$ cat config.mk
export PLATFORM = sky130hd
export DESIGN_NAME = egress_port_sink
export DESIGN_NICKNAME = d
export VERILOG_FILES = /design/src/rtl/egress_port_sink.sv
export SDC_FILE = /design/constraint.sdc
export NUM_CORES = 1
export LEC_CHECK = 0
export ABC_AREA = 1
export CORE_AREA = 2 2 182 184
export DETAILED_ROUTE_END_ITERATION = 7
export DIE_AREA = 0 0 184 186
export PLACE_DENSITY_LB_ADDON = 0.1
export SETUP_SLACK_MARGIN = 0.5
export SLEW_MARGIN = 20
export SYNTH_ARGS = -nofsm -noshare
export SYNTH_HDL_FRONTEND = slang
export SYNTH_SLANG_ARGS = --single-unit
$ cat constraint.sdc
create_clock -name clk -period 9.3 [get_ports clk]
set_input_delay 1.86 -clock clk [delete_from_list [all_inputs] [get_ports clk]]
set_output_delay 1.86 -clock clk [all_outputs]
set_load 0.01 [all_outputs]
$ cat src/rtl/egress_port_sink.sv
// Per-port packet consumer for the switch read interface: requests one packet at a time,
// captures its header, checks length/pattern/destination and keeps saturating statistics.
module egress_port_sink #(
    parameter int unsigned PORT_ID = 0,
    parameter int unsigned TIMEOUT = 4096,
    parameter int unsigned CNT_W   = 32
) (
    input  logic             clk,
    input  logic             rst,
    input  logic             en,
    input  logic             pat_chk,
    output logic             ready,
    input  logic             rd_sop,
    input  logic             rd_vld,
    input  logic             rd_eop,
    input  logic [15:0]      rd_data,
    output logic [CNT_W-1:0] pkt_cnt,
    output logic [CNT_W-1:0] word_cnt,
    output logic [CNT_W-1:0] err_len,
    output logic [CNT_W-1:0] err_pat,
    output logic [CNT_W-1:0] err_dest,
    output logic [CNT_W-1:0] err_proto,
    output logic [CNT_W-1:0] err_timeout,
    output logic [15:0]      last_lat,
    output logic [8:0]       last_len,
    output logic [2:0]       last_prio,
    output logic             busy
);

    localparam logic [2:0] S_IDLE     = 3'd0;
    localparam logic [2:0] S_REQ      = 3'd1;
    localparam logic [2:0] S_WAIT_SOP = 3'd2;
    localparam logic [2:0] S_WAIT_HDR = 3'd3;
    localparam logic [2:0] S_DATA     = 3'd4;

    logic [2:0]       r_state, w_state_d;
    logic             r_ready;
    logic [15:0]      r_lat, w_lat_d, w_lat_inc;
    logic [8:0]       r_idx, w_idx_d, w_idx_inc, w_idx_new;
    logic [15:0]      r_last_lat, w_last_lat_d;
    logic [8:0]       r_last_len, w_last_len_d;
    logic [2:0]       r_last_prio, w_last_prio_d;
    logic [CNT_W-1:0] r_pkt_cnt, r_word_cnt, r_err_len, r_err_pat;
    logic [CNT_W-1:0] r_err_dest, r_err_proto, r_err_timeout;
    logic             w_inc_pkt, w_inc_word, w_inc_len, w_inc_pat;
    logic             w_inc_dest, w_inc_proto, w_inc_to;

    function automatic logic [CNT_W-1:0] sat_inc(input logic [CNT_W-1:0] v, input logic inc);
        return (inc && (v != {CNT_W{1'b1}})) ? v + 1'b1 : v;
    endfunction

    always_comb begin
        w_state_d     = r_state;
        w_lat_d       = r_lat;
        w_idx_d       = r_idx;
        w_last_lat_d  = r_last_lat;
        w_last_len_d  = r_last_len;
        w_last_prio_d = r_last_prio;
        w_inc_pkt     = 1'b0;
        w_inc_word    = 1'b0;
        w_inc_len     = 1'b0;
        w_inc_pat     = 1'b0;
        w_inc_dest    = 1'b0;
        w_inc_proto   = 1'b0;
        w_inc_to      = 1'b0;
        w_lat_inc     = (r_lat == 16'hFFFF) ? r_lat : r_lat + 16'd1;
        w_idx_inc     = (r_idx == 9'h1FF) ? r_idx : r_idx + 9'd1;
        // Payload count including a word arriving alongside eop.
        w_idx_new     = rd_vld ? w_idx_inc : r_idx;

        case (r_state)
            S_IDLE: begin
                if (en) w_state_d = S_REQ;
            end
            S_REQ: begin
                w_lat_d   = '0;
                w_state_d = S_WAIT_SOP;
            end
            S_WAIT_SOP: begin
                w_lat_d = w_lat_inc;
                if (rd_sop) begin
                    w_last_lat_d = w_lat_inc;
                    w_state_d    = S_WAIT_HDR;
                end else begin
                    if (rd_vld || rd_eop) w_inc_proto = 1'b1;
                    if ({16'd0, w_lat_inc} >= TIMEOUT) begin
                        w_inc_to  = 1'b1;
                        w_state_d = S_IDLE;
                    end
                end
            end
            S_WAIT_HDR: begin
                if (rd_sop) begin
                    w_inc_proto = 1'b1;
                    w_lat_d     = '0;
                end else if (rd_vld) begin
                    w_last_len_d  = rd_data[15:7];
                    w_last_prio_d = rd_data[6:4];
                    w_inc_dest    = (rd_data[3:0] != PORT_ID[3:0]);
                    w_idx_d       = '0;
                    if (rd_eop) begin
                        w_inc_pkt = 1'b1;
                        w_inc_len = (rd_data[15:7] != 9'd0);
                        w_state_d = S_IDLE;
                    end else begin
                        w_state_d = S_DATA;
                    end
                end else if (rd_eop) begin
                    w_inc_proto = 1'b1;
                    w_inc_len   = 1'b1;
                    w_inc_pkt   = 1'b1;
                    w_state_d   = S_IDLE;
                end
            end
            S_DATA: begin
                if (rd_sop) begin
                    w_inc_proto = 1'b1;
                    w_lat_d     = '0;
                    w_state_d   = S_WAIT_HDR;
                end else begin
                    if (rd_vld) begin
                        w_inc_word = 1'b1;
                        w_idx_d    = w_idx_inc;
                        w_inc_pat  = pat_chk && (rd_data != {7'b0, r_idx});
                    end
                    if (rd_eop) begin
                        w_inc_pkt = 1'b1;
                        w_inc_len = (w_idx_new != r_last_len);
                        w_state_d = S_IDLE;
                    end
                end
            end
            default: w_state_d = S_IDLE;
        endcase
    end

    always_ff @(posedge clk or posedge rst) begin
        if (rst) begin
            r_state       <= S_IDLE;
            r_ready       <= 1'b0;
            r_lat         <= '0;
            r_idx         <= '0;
            r_last_lat    <= '0;
            r_last_len    <= '0;
            r_last_prio   <= '0;
            r_pkt_cnt     <= '0;
            r_word_cnt    <= '0;
            r_err_len     <= '0;
            r_err_pat     <= '0;
            r_err_dest    <= '0;
            r_err_proto   <= '0;
            r_err_timeout <= '0;
        end else begin
            r_state       <= w_state_d;
            r_ready       <= (w_state_d == S_REQ);
            r_lat         <= w_lat_d;
            r_idx         <= w_idx_d;
            r_last_lat    <= w_last_lat_d;
            r_last_len    <= w_last_len_d;
            r_last_prio   <= w_last_prio_d;
            r_pkt_cnt     <= sat_inc(r_pkt_cnt, w_inc_pkt);
            r_word_cnt    <= sat_inc(r_word_cnt, w_inc_word);
            r_err_len     <= sat_inc(r_err_len, w_inc_len);
            r_err_pat     <= sat_inc(r_err_pat, w_inc_pat);
            r_err_dest    <= sat_inc(r_err_dest, w_inc_dest);
            r_err_proto   <= sat_inc(r_err_proto, w_inc_proto);
            r_err_timeout <= sat_inc(r_err_timeout, w_inc_to);
        end
    end

    assign ready       = r_ready;
    assign busy        = (r_state != S_IDLE);
    assign pkt_cnt     = r_pkt_cnt;
    assign word_cnt    = r_word_cnt;
    assign err_len     = r_err_len;
    assign err_pat     = r_err_pat;
    assign err_dest    = r_err_dest;
    assign err_proto   = r_err_proto;
    assign err_timeout = r_err_timeout;
    assign last_lat    = r_last_lat;
    assign last_len    = r_last_len;
    assign last_prio   = r_last_prio;

endmodule

## Word-level counts from Yosys, hierarchy flattened

Cells that the tools add are included.

- Register bits: 281
- Latch bits: 0
- Bits in writable memories: 0
- Memory bits (read-only): 0
- Bits of input ports: 23
- Output and inout bits: 254
- Word-level logic and storage cells: 110
- Memories kept: 0

- Add/subtract/negate cells: 9
- Multiply operators: 0
- Divide/modulo/power cells: 0
- $lt $le $gt $ge: 1
- Eq/ne operators: 20
- Shift-type cells: 0
- Mux-type cells: 45
- Bitwise logic cells: 1
- Reduce and logical (&&, ||, !) cells: 20

Operators by type and width:

| cell | count |
|---|---|
| $add A32 B1 Y32 const B | 7 |
| $ne A32 B32 Y1 const B | 7 |
| $pmux W16 S3 | 1 |
| $mux W9 | 5 |
| $mux W16 | 2 |
| $mux W1 | 25 |
| $mux W3 | 8 |
| $pmux W9 S2 | 1 |
| $add A16 B1 Y16 const B | 1 |
| $eq A16 B16 Y1 const B | 1 |
| $ge A16 B13 Y1 const B | 1 |
| $ne A16 B9 Y1 | 1 |
| $pmux W3 S5 | 1 |
| $add A9 B1 Y9 const B | 1 |
| $eq A9 B9 Y1 const B | 1 |
| $ne A9 B9 Y1 | 1 |
| $reduce_bool A9 Y1 | 1 |
| $logic_and A1 B1 Y1 | 8 |
| $eq A3 B1 Y1 const B | 2 |
| $eq A3 B2 Y1 const B | 2 |
| $ne A2 B2 Y1 const B | 3 |
| $reduce_bool A3 Y1 | 2 |
| $reduce_and A2 Y1 | 2 |
| $reduce_and A4 Y1 | 1 |
| other kinds (11) | 11 |

## Longest topological paths before layout

Gate-level depths: netlist (run 1).

- Word-level depth: 8
- Mapped depth: 19
- Mapped depth without buffers: 18

## Least setup slack after synthesis (run 1)

OpenSTA, ideal clock, no wires.

- Path type: in2reg
- From: in rd_vld
- To: reg r_err_len[1], in the netlist err_len[1]
- Setup time: 0.117 ns
- Data arrival time: 3.088 ns
- Setup slack: 6.095 ns
- Stages: 13
- Path buffers: 2
- Cells stage by stage: buf_1 > nand3_1 > nand2_1 > nand2_1 > nand2_1 > nand2_1 > nor2_1 > nand3_1 > nand2_1 > nand2_2 > buf_2 > nand3_1 > nand2_1

- Longest elaborated chain between the ends: 6

Ends and longest elaborated chain:

| item | line | text |
|---|---|---|
| start, declared | 14 | `input logic rd_vld,` |
| $mux W9 | -- |  |
| $ne A9 B9 Y1 | 128 | `w_inc_len = (w_idx_new != r_last_len);` |
| $mux W1 | 126 | `if (rd_eop) begin` |
| $mux W1 | 116 | `if (rd_sop) begin` |
| $pmux W1 S2 (*) | 71 | `case (r_state)` |
| $logic_and A1 B1 Y1 (*) | 49 | `return (inc && (v != {CNT_W{1'b1}})) ? v + 1'b1 : v;` |
| end signal, assigned | 163 | `r_err_len <= sat_inc(r_err_len, w_inc_len);` |
| end, declared | 43 | `logic [CNT_W-1:0] r_pkt_cnt, r_word_cnt, r_err_len, r_err_pat;` |

Every way passes the cells marked *; elsewhere a longest branch is shown, timed or not.
A chain may end at the register's enable or synchronous reset.

## Worst setup path after layout (run 1)

- From: in rd_vld
- To: reg r_err_dest[26], in the netlist err_dest[26]

- Longest elaborated chain between the ends: 4

Ends and longest elaborated chain:

| item | line | text |
|---|---|---|
| $mux W1 | 96 | `end else if (rd_vld) begin` |
| $mux W1 | 93 | `if (rd_sop) begin` |
| $mux W1 | 71 |  |
| $logic_and A1 B1 Y1 | 49 |  |
| end signal, assigned | 165 | `r_err_dest <= sat_inc(r_err_dest, w_inc_dest);` |
| end, declared | 44 | `logic [CNT_W-1:0] r_err_dest, r_err_proto, r_err_timeout;` |

No other way between the ends.

==> results of run 1 <==
[worst max path at each step]
stage | start | cells after the start | end
2_1_floorplan | rst | 1 | err_dest[0]$_DFFE_PP0P_
3_3_place_gp | rd_vld | 11 | err_dest[22]$_DFFE_PP0P_
3_5_place_dp | rd_vld | 10 | err_dest[26]$_DFFE_PP0P_
4_1_cts | rd_vld | 10 | err_dest[26]$_DFFE_PP0P_
5_1_grt | rd_vld | 11 | err_dest[23]$_DFFE_PP0P_
6_report | rd_vld | 10 | err_dest[26]$_DFFE_PP0P_
[state kept, by name, summed over array words and instances (netlist names)]
signal and flops:
err_timeout 32, word_cnt 32, r_lat 16, r_state 3, ready 1, last_lat 16
err_proto 32, err_pat 32, pkt_cnt 32, err_len 32, r_idx 9, err_dest 32
last_len 9, last_prio 3
[power by group through the flow]
stage               clock, mW  combinational [mW]  sequential (mW)
floorplan                   0               0.610             1.58
global placement            0                1.00             1.58
detailed placement          0                1.02             1.58
CTS                      1.41                1.02             1.56
global route             1.46                1.13             1.59
finish                   1.38                1.02             1.57
[area by class of cell]
class                           count  area [µm²]  share of cell area
Antenna cell                        1        2.50            0.000126
Clock buffer                       42         942              0.0473
Clock inverter                     17         229              0.0115
Inverter                          183         691              0.0347
Multi-Input combinational cell   1487        7700               0.387
Sequential cell                   281        7030               0.353
Tap cell                          408         510              0.0256
Timing Repair Buffer              283        2820               0.141
[through the flow]
step                      setup slack (ns)  instance area (µm²)  hold WS (ns)
after global placement                4.41                18700         0.470
after global routing                  4.45                19900         0.510
after floorplan                       3.72                15600         0.519
after CTS                             4.81                19900         0.494
after detailed placement              4.31                18700         0.480
final                                 4.86                19900         0.491
[layer usage]
layer	part of all wire	up-vias	GRT usage
met2	0.46	433	0.396
met3	0.062	71	0.0466
li1	-	7029	-
met1	0.46	6707	0.343
met5	0.00064	-	0
met4	0.022	4	0.0710
[critical path, cell delays in order]
cell             delay, ns
clkdlybuf4s50_1       0.64
inv_2                 0.25
nor2_1                0.08
nand2_1               0.45
nor2_1                0.11
nand2_1               0.32
clkinv_1              0.53
nand3_1               0.32
nor4_1                0.08
xor2_1                0.15
[layout by cell type, fill, tap and decap left out, types with 3 or more instances in the layout]
cell type	n
a21oi_1	8
and3_1	3
buf_4	7
bufinv_16	5
clkbuf_1	3
clkbuf_16	35
clkbuf_8	4
clkdlybuf4s50_1	276
clkinv_2	5
clkinvlp_4	7
dfrtp_1	281
ha_1	9
inv_1	178
nand2_1	580
nand2_2	10
nand3_1	153
nand3_2	7
nand3b_1	6
nand4_1	56
nor2_1	201
nor2_2	4
nor2_4	4
nor3_1	77
nor4_1	47
o21ai_0	58
o21ai_1	5
o22ai_1	21
xnor2_1	78
xor2_1	144
[kinds of logic after synthesis]
| logic type | share of synthesized area |
|---|---|
| and+or+nand+nor | 0.326 |
| buffers and inverters | 0.0581 |
| DFF | 0.450 |
| AOI/OAI and AO/OA | 0.0342 |
| xor gates and xnor gates | 0.124 |
| adders and majority gates | 0.00721 |
==> impl_metrics.toml, run 1 <==
[setup_path]
criticalPathCategory = "in2reg"
cp_max_fo = 20
r2r_slack_ns = 6.22
arrival_ns = 4.80
r2r_start = "r_idx[0]$_DFFE_PP0P_"
endpoint_kind = "register"
regToRegEndpoint = "err_len[12]$_DFFE_PP0P_"
crit_path_start_kind = "input pin"
reg2reg_depth = 17
required_ns = 9.67

[global_routing]
grt_max_degree = 77
track_usage = 0.247
grt_pass1_vias = 13700
gr-total-overflow = 0
antenna_found_initial = 4
grt_pass1_wl_um = 69300

[die]
initial_utilization = 0.485
dieWidth_um = 184
rows = 66
io_pins = 277
die_h_um = 186
core_area_um2 = 32200
die_area_um2 = 34200

[power_and_ir_drop]
irDropWorstVdd_uv = 142
pwr-share-comb = 0.257
p_seq_frac = 0.395
cellPowerDensity_nw_per_um2 = 199
swShare = 0.334
power_switching_mw = 1.33
pwr-share-clk = 0.348
p_int_mw = 2.64
power_mw = 3.97
p_leak_nw = 9.04

[timing]
period_share = 0.477
min_period_ns = 4.44
maxSlewHeadroom = 0.350
slew_violations = 0
setup_violations = 0
hold_viol = 0
rsz0062_at_grt = "no"
setup_tns_ns = 0
clock_skew_ns = 0.00933
fmax_ghz = 0.225
tightestPinTransition_ns = 0.975

[placement]
gp_congestion = 0.933
port_buffers = 276
dpl.cell_count = 2642
dpl.hpwl_um = 31200

[layout]
finish.utilization = 0.619
syn2layout_area_growth_pct = 27.5
drive_above_1_share = 0.0432
fillers = 2852
stdcell_count = 2702
nets = 2302

[clock_network]
cts.reportedPaths.clkPinSlew_ns = 0.05
cts_buffers = 34
cts.root.buffer_cell = "clkbuf_16"
clk_latency_ns = 0.50
cts_tree = "done"
cts_setup_buffers = 0
clock_tree.buffer_depth = 3
ctsResizeCount = 0
cts_sinks = 281
hold_buffers = 0
htreeDepth = 2

[yosys]
yosysSeqAreaShare = 0.450
synth_seq_cells = 281
syn_area_per_cell_um2 = 7.86
synth_area_um2 = 15600
synth_cell_types = 40
synthCells = 1989
yosys.area.top_type = "dfrtp_1"
synth_fp_nets = 2021
synth_common_cells = "nand2_1, dfrtp_1, nor2_1"
yosysTopAreaCellShare = 0.450
synth_area_leaders = "dfrtp_1, nand2_1, xor2_1"
synth.most_common_cell = "nand2_1"
yosysWarnings = 0
async_reset_ff_frac = 1.00
synth-edff-count = 0
ys.flop_type = "dfrtp_1"

[detailed_routing]
route.vias.total = 14200
routed_wl_um = 42300
drt_first_pass_iters = 5
detail-route-antenna-nets = 0
wl_per_cell_um = 15.7
vias_per_cell = 5.27
drcViolationCount = 0
drt-initial-drc-count = 1011

[hold_path]
hold_path_class = "reg2reg"
hold_path_depth = 2
hold_path_end = "last_lat[3]$_DFFE_PP0P_"
hold_start = "last_lat[3]$_DFFE_PP0P_"

[status]
status = "complete, no violations"

[flow_run]
drv_cap = 0
No activity file was read; power rests on OpenSTA's default activity.
==> inputs of run 2 (changes only) <==
clock period = 3.85 ns   (was 9.3 ns; I/O delays follow)
==> run 2 against run 1 <==
Effect of this change:
- first-iteration DRC count fell by 3.0%
- non-clock buffer count increased by 16
- setup slack got worse by 3.9 ns
- register-to-register slack lost 5.2 ns
- via count is 1.4% higher
==> impl_metrics.toml, run 2 (synthesized netlist as in run 1, its figures left out) <==
[power_and_ir_drop]
power_mw = 9.70
power_switching_mw = 3.25
pwr-share-comb = 0.261
pwr-share-clk = 0.350
irDropWorstVdd_uv = 372
cellPowerDensity_nw_per_um2 = 481
p_leak_nw = 9.17
p_seq_frac = 0.390
p_int_mw = 6.45
swShare = 0.335

[clock_network]
clk_latency_ns = 0.53
cts_sinks = 281
cts.reportedPaths.clkPinSlew_ns = 0.06
cts_tree = "done"
cts_buffers = 35
cts.root.buffer_cell = "clkbuf_16"
cts_setup_buffers = 0
hold_buffers = 0
ctsResizeCount = 0
htreeDepth = 2
clock_tree.buffer_depth = 3

[die]
dieWidth_um = 184
die_h_um = 186
io_pins = 277
core_area_um2 = 32200
rows = 66
die_area_um2 = 34200
initial_utilization = 0.485

[global_routing]
grt_pass1_wl_um = 69500
grt_max_degree = 42
grt_pass1_vias = 13700
track_usage = 0.251
antenna_found_initial = 1
gr-total-overflow = 0

[detailed_routing]
route.vias.total = 14400
drt_first_pass_iters = 5
detail-route-antenna-nets = 0
routed_wl_um = 43200
vias_per_cell = 5.30
drcViolationCount = 0
wl_per_cell_um = 15.9
drt-initial-drc-count = 981

[layout]
drive_above_1_share = 0.0510
syn2layout_area_growth_pct = 29.0
layout_common_cells = "nand2_1, dfrtp_1, clkdlybuf4s50_1"
nets = 2319
mostFrequentLayoutCell = "nand2_1"

[timing]
maxSlewHeadroom = 0.355
setup_tns_ns = 0
tightestPinTransition_ns = 0.965
period_share = 0.748
hold_viol = 0
setup_violations = 0
slew_violations = 0
min_period_ns = 2.88
rsz0062_at_grt = "no"
fmax_ghz = 0.347
clock_skew_ns = 0.0142

[setup_path]
crit_path_start_kind = "input pin"
criticalPathCategory = "in2reg"
required_ns = 4.30
cp_max_fo = 13
arrival_ns = 3.33
endpoint_kind = "register"

[status]
status = "complete, no violations"

[placement]
port_buffers = 276
gp_congestion = 0.930
dpl.hpwl_um = 32300

[hold_path]
hold_path_class = "reg2reg"

[flow_run]
drv_cap = 0
run 2: worst max-delay path: stages:
cell	delay, ns
clkdlybuf4s50_1	0.64
nor2_4	0.30
inv_2	0.12
nor2_1	0.20
nand2_1	0.34
nor2_2	0.25
nand2_1	0.11
nor2_1	0.18
nand3_1	0.13
nor2_1	0.13
xor2_1	0.15
run 2: layout make-up:
| type | count | area, µm² |
|---|---|---|
| Antenna cell | 1 | 2.50 |
| Clock buffer | 46 | 987 |
| Sequential cell | 281 | 7030 |
| Clock inverter | 17 | 210 |
| Tap cell | 408 | 510 |
| Fill cell | 2878 | 12100 |
| Inverter | 183 | 691 |
| Multi-Input combinational cell | 1487 | 7700 |
| Timing Repair Buffer | 299 | 3020 |
run 2: routing by layer:
layer  GRT usage  wire (µm)  up-vias
li1            -          -     7069
met1       0.348      19800     6794
met2       0.400      19500      488
met3      0.0458       2780       88
met4      0.0771       1070        0
met5           0          0        -
run 2: worst paths after layout:
check                                   startpoint                        end  slack [ns]  depth (start not counted)
setup / recovery                            rd_sop   word_cnt[30]$_DFFE_PP0P_        0.97                         11
hold / removal             last_lat[5]$_DFFE_PP0P_    last_lat[5]$_DFFE_PP0P_        0.49                          2
setup reg to reg            err_len[1]$_DFFE_PP0P_    err_len[19]$_DFFE_PP0P_        0.99                         11
hold reg to reg            last_lat[5]$_DFFE_PP0P_    last_lat[5]$_DFFE_PP0P_        0.49                          2
max in group asynchronous                      rst  err_proto[16]$_DFFE_PP0P_        2.24                          3
min in group asynchronous                      rst   err_proto[7]$_DFFE_PP0P_        0.82                          2
run 2: power groups by stage:
stage / combinational (mW) / clock, mW / sequential, mW
floorplan: 1.47 / 0 / 3.82
global route: 2.80 / 3.62 / 3.83
CTS: 2.55 / 3.47 / 3.77
detailed placement: 2.53 / 0 / 3.82
global placement: 2.50 / 0 / 3.81
finish: 2.53 / 3.39 / 3.78
run 2: stage by stage:
stage | cell area, µm² | setup WS [ns] | cells | utilization | hold WS (ns)
floorplan | 15600 | -0.641 | 1989 | - | 0.519
global placement | 19000 | 0.481 | 2658 | 0.589 | 0.468
detailed placement | 19000 | 0.434 | 2658 | 0.589 | 0.477
CTS | 20200 | 0.986 | 2721 | 0.626 | 0.490
global route | 20200 | 0.675 | 2721 | 0.626 | 0.516
finish | 20200 | 0.971 | 2722 | 0.626 | 0.486
